<file path="config.mk">
export PLATFORM = sky130hd
export DESIGN_NAME = lsu_mem_initiator
export DESIGN_NICKNAME = d
export VERILOG_FILES = /design/src/rtl/lsu_mem_initiator_pkg.sv /design/src/rtl/lsu_mem_initiator_lane_align.sv /design/src/rtl/lsu_mem_initiator.sv
export SDC_FILE = /design/constraint.sdc
export NUM_CORES = 1
export LEC_CHECK = 0
export CORE_AREA = 2 2 124 126
export DETAILED_ROUTE_END_ITERATION = 12
export DIE_AREA = 0 0 126 128
export HOLD_SLACK_MARGIN = 0.12
export PLACE_DENSITY_LB_ADDON = 0.15
export SLEW_MARGIN = 20
export SYNTH_ARGS = -nofsm -noshare
export SYNTH_HDL_FRONTEND = slang
export SYNTH_HIERARCHICAL = 1
export SYNTH_SLANG_ARGS = --single-unit
</file>
<file path="constraint.sdc">
create_clock -name clk -period 4.7 [get_ports clk]
set_clock_uncertainty 0.1 [all_clocks]
set_input_delay 0.94 -clock clk [delete_from_list [all_inputs] [get_ports clk]]
set_output_delay 0.94 -clock clk [all_outputs]
set_load 0.05 [all_outputs]
</file>
<file path="src/rtl/lsu_mem_initiator_pkg.sv">
// Shared definitions for the load/store memory initiator: access-type
// encodings, FSM state encoding and an alignment helper.
package lsu_mem_initiator_pkg;

    localparam logic [2:0] DM_W  = 3'd0;
    localparam logic [2:0] DM_H  = 3'd1;
    localparam logic [2:0] DM_HU = 3'd2;
    localparam logic [2:0] DM_B  = 3'd3;
    localparam logic [2:0] DM_BU = 3'd4;

    typedef enum logic [1:0] {
        ST_IDLE = 2'd0,
        ST_RD   = 2'd1,
        ST_WR   = 2'd2,
        ST_RESP = 2'd3
    } lsu_state_t;

    // Codes 5..7 are not access types.
    function automatic logic op_is_valid(input logic [2:0] op);
        return (op <= DM_BU);
    endfunction

    // True when the low address bits are not aligned to the access size.
    function automatic logic op_is_misaligned(input logic [2:0] op, input logic [1:0] lo);
        return (((op == DM_H) || (op == DM_HU)) && lo[0]) || ((op == DM_W) && (lo != 2'b00));
    endfunction

endpackage

</file>
<file path="src/rtl/lsu_mem_initiator_lane_align.sv">
// Combinational byte/halfword lane logic: extracts and extends load data
// from a memory word, and merges sub-word store data into an old word.
module lsu_lane_align
    import lsu_mem_initiator_pkg::*;
(
    input  logic [31:0] word,
    input  logic [31:0] wdata,
    input  logic [1:0]  addr_lo,
    input  logic [2:0]  op,
    output logic [31:0] load_data,
    output logic [31:0] merged
);

    logic [7:0]  byte_sel;
    logic [15:0] half_sel;

    // Pick the addressed byte and halfword lanes out of the word
    always_comb begin
        byte_sel = word[7:0];
        case (addr_lo)
            2'd0: byte_sel = word[7:0];
            2'd1: byte_sel = word[15:8];
            2'd2: byte_sel = word[23:16];
            2'd3: byte_sel = word[31:24];
            default: byte_sel = word[7:0];
        endcase
        half_sel = addr_lo[1] ? word[31:16] : word[15:0];
    end

    // Sign- or zero-extend the selected lane according to the access type
    always_comb begin
        load_data = 32'd0;
        case (op)
            DM_W:    load_data = word;
            DM_H:    load_data = {{16{half_sel[15]}}, half_sel};
            DM_HU:   load_data = {16'd0, half_sel};
            DM_B:    load_data = {{24{byte_sel[7]}}, byte_sel};
            DM_BU:   load_data = {24'd0, byte_sel};
            default: load_data = 32'd0;
        endcase
    end

    // Overwrite only the addressed lane, keeping all other bytes of the old word
    always_comb begin
        merged = word;
        case (op)
            DM_W: merged = wdata;
            DM_H, DM_HU: begin
                if (addr_lo[1]) merged[31:16] = wdata[15:0];
                else            merged[15:0]  = wdata[15:0];
            end
            DM_B, DM_BU: begin
                case (addr_lo)
                    2'd0: merged[7:0]   = wdata[7:0];
                    2'd1: merged[15:8]  = wdata[7:0];
                    2'd2: merged[23:16] = wdata[7:0];
                    2'd3: merged[31:24] = wdata[7:0];
                    default: merged = word;
                endcase
            end
            default: merged = word;
        endcase
    end

endmodule

</file>
<file path="src/rtl/lsu_mem_initiator.sv">
// Load/store initiator between the CPU MEM stage and a word-wide memory
// port with req/ack handshake. Sub-word stores are done as read-modify-write.
// Optional build macro LSU_MISALIGN_EN: misaligned h/hu/w accesses are
// rejected with an error instead of being force-aligned.
module lsu_mem_initiator
    import lsu_mem_initiator_pkg::*;
#(
    parameter int ADDR_W  = 10,
    parameter int TIMEOUT = 255
) (
    input  logic              clk,
    input  logic              reset,
    input  logic              req_valid,
    output logic              req_ready,
    input  logic              req_we,
    input  logic [2:0]        req_op,
    input  logic [31:0]       req_addr,
    input  logic [31:0]       req_wdata,
    output logic              resp_valid,
    output logic [31:0]       resp_rdata,
    output logic              resp_err,
    output logic              mem_req,
    output logic              mem_we,
    output logic [ADDR_W-1:0] mem_addr,
    output logic [31:0]       mem_wdata,
    input  logic [31:0]       mem_rdata,
    input  logic              mem_ack
);

    lsu_state_t        state, state_n;
    logic              lat_we, lat_we_n;
    logic [2:0]        lat_op, lat_op_n;
    logic [1:0]        lat_lo, lat_lo_n;
    logic [31:0]       lat_wdata, lat_wdata_n;
    logic [7:0]        wait_cnt, wait_cnt_n;
    logic              mem_req_n, mem_we_n;
    logic [ADDR_W-1:0] mem_addr_n;
    logic [31:0]       mem_wdata_n, resp_rdata_n;
    logic              resp_err_n;
    logic [31:0]       load_data, merged_word;
    logic              misaligned, timed_out;
    logic              unused_addr_hi;

    assign unused_addr_hi = ^req_addr[31:ADDR_W+2];
    assign req_ready      = (state == ST_IDLE);
    assign resp_valid     = (state == ST_RESP);
    assign timed_out      = (wait_cnt == 8'(TIMEOUT - 1));

    lsu_lane_align u_lane_align (
        .word      (mem_rdata),
        .wdata     (lat_wdata),
        .addr_lo   (lat_lo),
        .op        (lat_op),
        .load_data (load_data),
        .merged    (merged_word)
    );

    // Decide whether alignment alone rejects the incoming request
    always_comb begin
`ifdef LSU_MISALIGN_EN
        misaligned = op_is_misaligned(req_op, req_addr[1:0]);
`else
        misaligned = 1'b0;
`endif
    end

    // State register; reset aborts any transaction in flight
    always_ff @(posedge clk or posedge reset) begin
        if (reset) state <= ST_IDLE;
        else       state <= state_n;
    end

    // Next state plus next values of the request latch, memory request and response registers
    always_comb begin
        state_n      = state;
        lat_we_n     = lat_we;
        lat_op_n     = lat_op;
        lat_lo_n     = lat_lo;
        lat_wdata_n  = lat_wdata;
        wait_cnt_n   = wait_cnt;
        mem_req_n    = mem_req;
        mem_we_n     = mem_we;
        mem_addr_n   = mem_addr;
        mem_wdata_n  = mem_wdata;
        resp_rdata_n = resp_rdata;
        resp_err_n   = resp_err;
        case (state)
            ST_IDLE: begin
                if (req_valid) begin
                    lat_we_n     = req_we;
                    lat_op_n     = req_op;
                    lat_lo_n     = req_addr[1:0];
                    lat_wdata_n  = req_wdata;
                    mem_addr_n   = req_addr[ADDR_W+1:2];
                    wait_cnt_n   = 8'd0;
                    resp_rdata_n = 32'd0;
                    resp_err_n   = 1'b0;
                    if (!op_is_valid(req_op) || misaligned ||
                        (req_we && ((req_op == DM_HU) || (req_op == DM_BU)))) begin
                        state_n    = ST_RESP;
                        resp_err_n = 1'b1;
                    end else if (req_we && (req_op == DM_W)) begin
                        state_n     = ST_WR;
                        mem_req_n   = 1'b1;
                        mem_we_n    = 1'b1;
                        mem_wdata_n = req_wdata;
                    end else begin
                        state_n   = ST_RD;
                        mem_req_n = 1'b1;
                        mem_we_n  = 1'b0;
                    end
                end
            end
            ST_RD: begin
                if (mem_ack) begin
                    wait_cnt_n = 8'd0;
                    if (lat_we) begin
                        state_n     = ST_WR;
                        mem_we_n    = 1'b1;
                        mem_wdata_n = merged_word;
                    end else begin
                        state_n      = ST_RESP;
                        mem_req_n    = 1'b0;
                        resp_rdata_n = load_data;
                    end
                end else if (timed_out) begin
                    state_n    = ST_RESP;
                    mem_req_n  = 1'b0;
                    resp_err_n = 1'b1;
                end else begin
                    wait_cnt_n = wait_cnt + 8'd1;
                end
            end
            ST_WR: begin
                if (mem_ack) begin
                    state_n   = ST_RESP;
                    mem_req_n = 1'b0;
                    mem_we_n  = 1'b0;
                end else if (timed_out) begin
                    state_n    = ST_RESP;
                    mem_req_n  = 1'b0;
                    mem_we_n   = 1'b0;
                    resp_err_n = 1'b1;
                end else begin
                    wait_cnt_n = wait_cnt + 8'd1;
                end
            end
            ST_RESP: begin
                state_n      = ST_IDLE;
                mem_we_n     = 1'b0;
                resp_rdata_n = 32'd0;
                resp_err_n   = 1'b0;
            end
            default: state_n = ST_IDLE;
        endcase
    end

    // Registered datapath: request latch, timeout counter, memory request and response
    always_ff @(posedge clk or posedge reset) begin
        if (reset) begin
            lat_we     <= 1'b0;
            lat_op     <= 3'd0;
            lat_lo     <= 2'd0;
            lat_wdata  <= 32'd0;
            wait_cnt   <= 8'd0;
            mem_req    <= 1'b0;
            mem_we     <= 1'b0;
            mem_addr   <= '0;
            mem_wdata  <= 32'd0;
            resp_rdata <= 32'd0;
            resp_err   <= 1'b0;
        end else begin
            lat_we     <= lat_we_n;
            lat_op     <= lat_op_n;
            lat_lo     <= lat_lo_n;
            lat_wdata  <= lat_wdata_n;
            wait_cnt   <= wait_cnt_n;
            mem_req    <= mem_req_n;
            mem_we     <= mem_we_n;
            mem_addr   <= mem_addr_n;
            mem_wdata  <= mem_wdata_n;
            resp_rdata <= resp_rdata_n;
            resp_err   <= resp_err_n;
        end
    end

endmodule

</file>
==> flow_summary.yaml <==
placement:
  pre_cts_ws_ps: 1320
  port_buffers: 162
  gp_congestion: 0.980
  place_hpwl_microns: 15600
power_and_ir_drop:
  ir_worst_vdd_mv: 0.584
  combPwrFrac_pct: 59.0
  internal-power_mw: 4.33
  power_switching_mw: 3.64
  p_sw_share_pct: 45.7
  powerDensity_nw_per_um2: 837
  p_clk_share_pct: 16.8
  seqPwrFrac_pct: 24.2
  p_leak_nw: 4.03
clock_network:
  cts_setup_buffers: 0
  cts_tree: "yes"
  htreeDepth: 4
  cts_buffers: 17
  clk_path_buf_depth: 2
  hold_buffers: 0
  cts-root-buf: "clkbuf_16"
  insertion_delay_ps: 420
  clkTransAtPathRegs_ps: 60
  cts-resized-gates: 0
  clkSinkCount: 125
logic_synthesis:
  ys.warnings.count: 6
  synth_top_area_cell: "dfrtp_1"
  ys_ff_latch: 125
  synth_area_per_cell_sq_um: 10.6
  synth.cell_area_sq_um: 7280
  syn_inst: 687
  synth_top_flop_cell: "dfrtp_1"
  yosys-top-cells-area: "dfrtp_1, mux2_2, mux2_4"
  yosysSeqAreaShare_pct: 43.0
  yosys.area.top_type_share_pct: 43.0
  syn_nets: 798
  ys_types: 66
  synthArstFlopShare_pct: 100
  synth_edf_count: 0
grt:
  grt_util_met3_pct: 5.88
  grt_util_all_layers_pct: 26.8
  use_met1_pct: 34.0
  antenna_found_initial: 0
  grt-ovfl-total: 0
  grt_pass1_vias: 6084
  gr-usage-met2_pct: 44.7
  grt_max_degree: 69
  grt_pass1_wl_microns: 33600
  busiest_layer: "met2"
worst_setup_path:
  start_kind: "flip-flop"
  worstPathMaxFanout: 5
  cp-end-kind: "output pin"
  critPathRequiredTime_ps: 3660
  crit_path_top_delay_cell: "clkdlybuf4s50_1"
  crit_chain: "inv_1 > ha_1 > clkdlybuf4s50_1"
  crit_path_max_incr_delay_ps: 880
  crit_arrival_ps: 2240
  path_class: "flip-flop to output pin"
floorplan:
  core_area_sq_um: 14900
  die_y_microns: 128
  fp.dieArea_sq_um: 16100
  initial_core_util_pct: 49.0
  fp-row-count: 45
  io_pins: 183
  die_w_microns: 126
timing:
  rsz0062_at_grt: "no"
  min_period_ps: 3280
  final-hold-violation-count: 0
  timing.fmax_ghz: 0.305
  tightest_slew_ps: 1090
  slew_headroom_pct: 26.8
  holdWs_ps: 385
  finalCritPeriodShare_pct: 69.8
  setup_viol: 0
  slew_viol_final: 0
  layout_setup_ws_ps: 1420
  finalSetupTns_ps: 0
layout:
  syn_to_final_growth_pct: 30.7
  fin_nets: 934
  antennaDiodeCount: 0
  multi_input_area_sq_um: 3760
  num-fill-cells: 1219
  final_util_pct: 64.0
  drive_above_1_share_pct: 21.2
  seqCellArea_sq_um: 3130
status:
  status: "finished, final reports clean"
detailed_routing:
  drtIter0Drc: 440
  vias: 5986
  drtPass1Iterations: 6
  drc_errors: 0
  totalWireLength_microns: 21300
  antenna_left: 0
  via_per_inst: 5.85
  wl_per_cell_microns: 20.8
flow_run:
  drv_cap: 0
min_path:
  hp-class: "flip-flop to flip-flop"
worst max-delay path: cells and delay by family (launching register included):
kind | cells | cell delay, ps
buf+inv | 2 | 1020
fa+ha+maj | 1 | 380
flops | 1 | 420
stage by stage:
stage	power [mW]	cell area [sq um]	std cells
2_1_floorplan	5.42	7280	687
3_3_place_gp	6.55	8910	992
3_5_place_dp	6.62	8910	992
4_1_cts	8.00	9510	1023
5_1_grt	8.40	9520	1023
6_report	7.97	9520	1023
cell families (layout without fill, tap and decap cells):
kind of cell | after synthesis | count (layout) | synth area share [%]
AND/OR/NAND/NOR | 176 | 176 | 10.9
XOR/XNOR | 1 | 1 | 0.120
flip-flops | 125 | 125 | 43.0
adder cells (fa/ha/maj) | 7 | 7 | 1.20
buffers and inverters | 83 | 231 | 5.59
AO/OA/AOI/OAI | 162 | 162 | 16.3
multiplexers | 133 | 133 | 22.9
per-layer routing:
metal | vias up | part of all wire (%)
li1 | 2772 | -
met5 | - | 0
met2 | 259 | 49
met1 | 2907 | 41
met3 | 48 | 6.8
met4 | 0 | 3.1
registers in the layout, summed over array words and instances, names as in the netlist:
| register | cells |
|---|---|
| lat_lo | 2 |
| lat_op | 3 |
| lat_wdata | 32 |
| lat_we | 1 |
| mem_addr | 10 |
| mem_req | 1 |
| mem_wdata | 32 |
| mem_we | 1 |
| resp_err | 1 |
| resp_rdata | 32 |
| state | 2 |
| wait_cnt | 8 |
worst paths after layout:
| path | from | to | slack (ps) | cells after the start |
|---|---|---|---|---|
| max in group asynchronous | reset | lat_wdata[31]$_DFFE_PP0P_ | 2720 | 3 |
| worst max register to register | lat_op[1]$_DFFE_PP0P_ | mem_wdata[2]$_DFFE_PP0P_ | 1610 | 6 |
| worst min-delay path | resp_rdata[19]$_DFFE_PP0P_ | resp_rdata[19]$_DFFE_PP0P_ | 390 | 2 |
| worst max-delay path | state[0]$_DFFE_PP0N_ | req_ready | 1420 | 3 |
| min in group asynchronous | reset | mem_wdata[4]$_DFFE_PP0P_ | 970 | 2 |
| worst min register to register | resp_rdata[19]$_DFFE_PP0P_ | resp_rdata[19]$_DFFE_PP0P_ | 390 | 2 |
Yosys cell counts (all sizes together) (5+ instances only):
cell      n
nor2     15
nand2b    8
inv      33
mux2    117
o311ai   18
o21ai    47
a21oi    25
dfrtp   125
a221o    16
nor3     11
clkbuf   15
buf      35
ha        7
nor2b     5
nand3     7
mux2i    10
o221ai   10
mux4      6
a22oi     8
nand2   114
a31oi    10
placed cells by master (no fill, tap or decap), types with 8 or more instances in the layout:
cell type and n:
inv_1 32, clkbuf_16 17, nor2_1 14, a21oi_1 23, a22oi_1 8, o21ai_1 35, nand2_1 113, nor3_1 11
o221ai_1 9, o21ai_0 12, a31oi_1 10, nand2b_1 8, mux2_4 30, clkdlybuf4s50_1 162, o311ai_1 10, mux2i_1 10
dfrtp_1 125, mux2_2 87, a221o_1 16
final cells by class:
type	count	share of cell area [%]
Clock buffer	21	4.84
Tap cell	188	2.47
Clock inverter	10	1.47
Inverter	33	1.33
Multi-Input combinational cell	479	39.5
Timing Repair Buffer	167	17.6
Sequential cell	125	32.9
power by group through the flow:
| stage | combinational [mW] | sequential [mW] | clock [mW] |
|---|---|---|---|
| 6_report | 4.70 | 1.93 | 1.34 |
| 5_1_grt | 5.00 | 1.99 | 1.41 |
| 4_1_cts | 4.71 | 1.93 | 1.36 |
| 3_5_place_dp | 4.68 | 1.94 | 0 |
| 3_3_place_gp | 4.64 | 1.92 | 0 |
| 2_1_floorplan | 2.62 | 2.79 | 0 |
No activity file was read; power rests on OpenSTA's default activity.
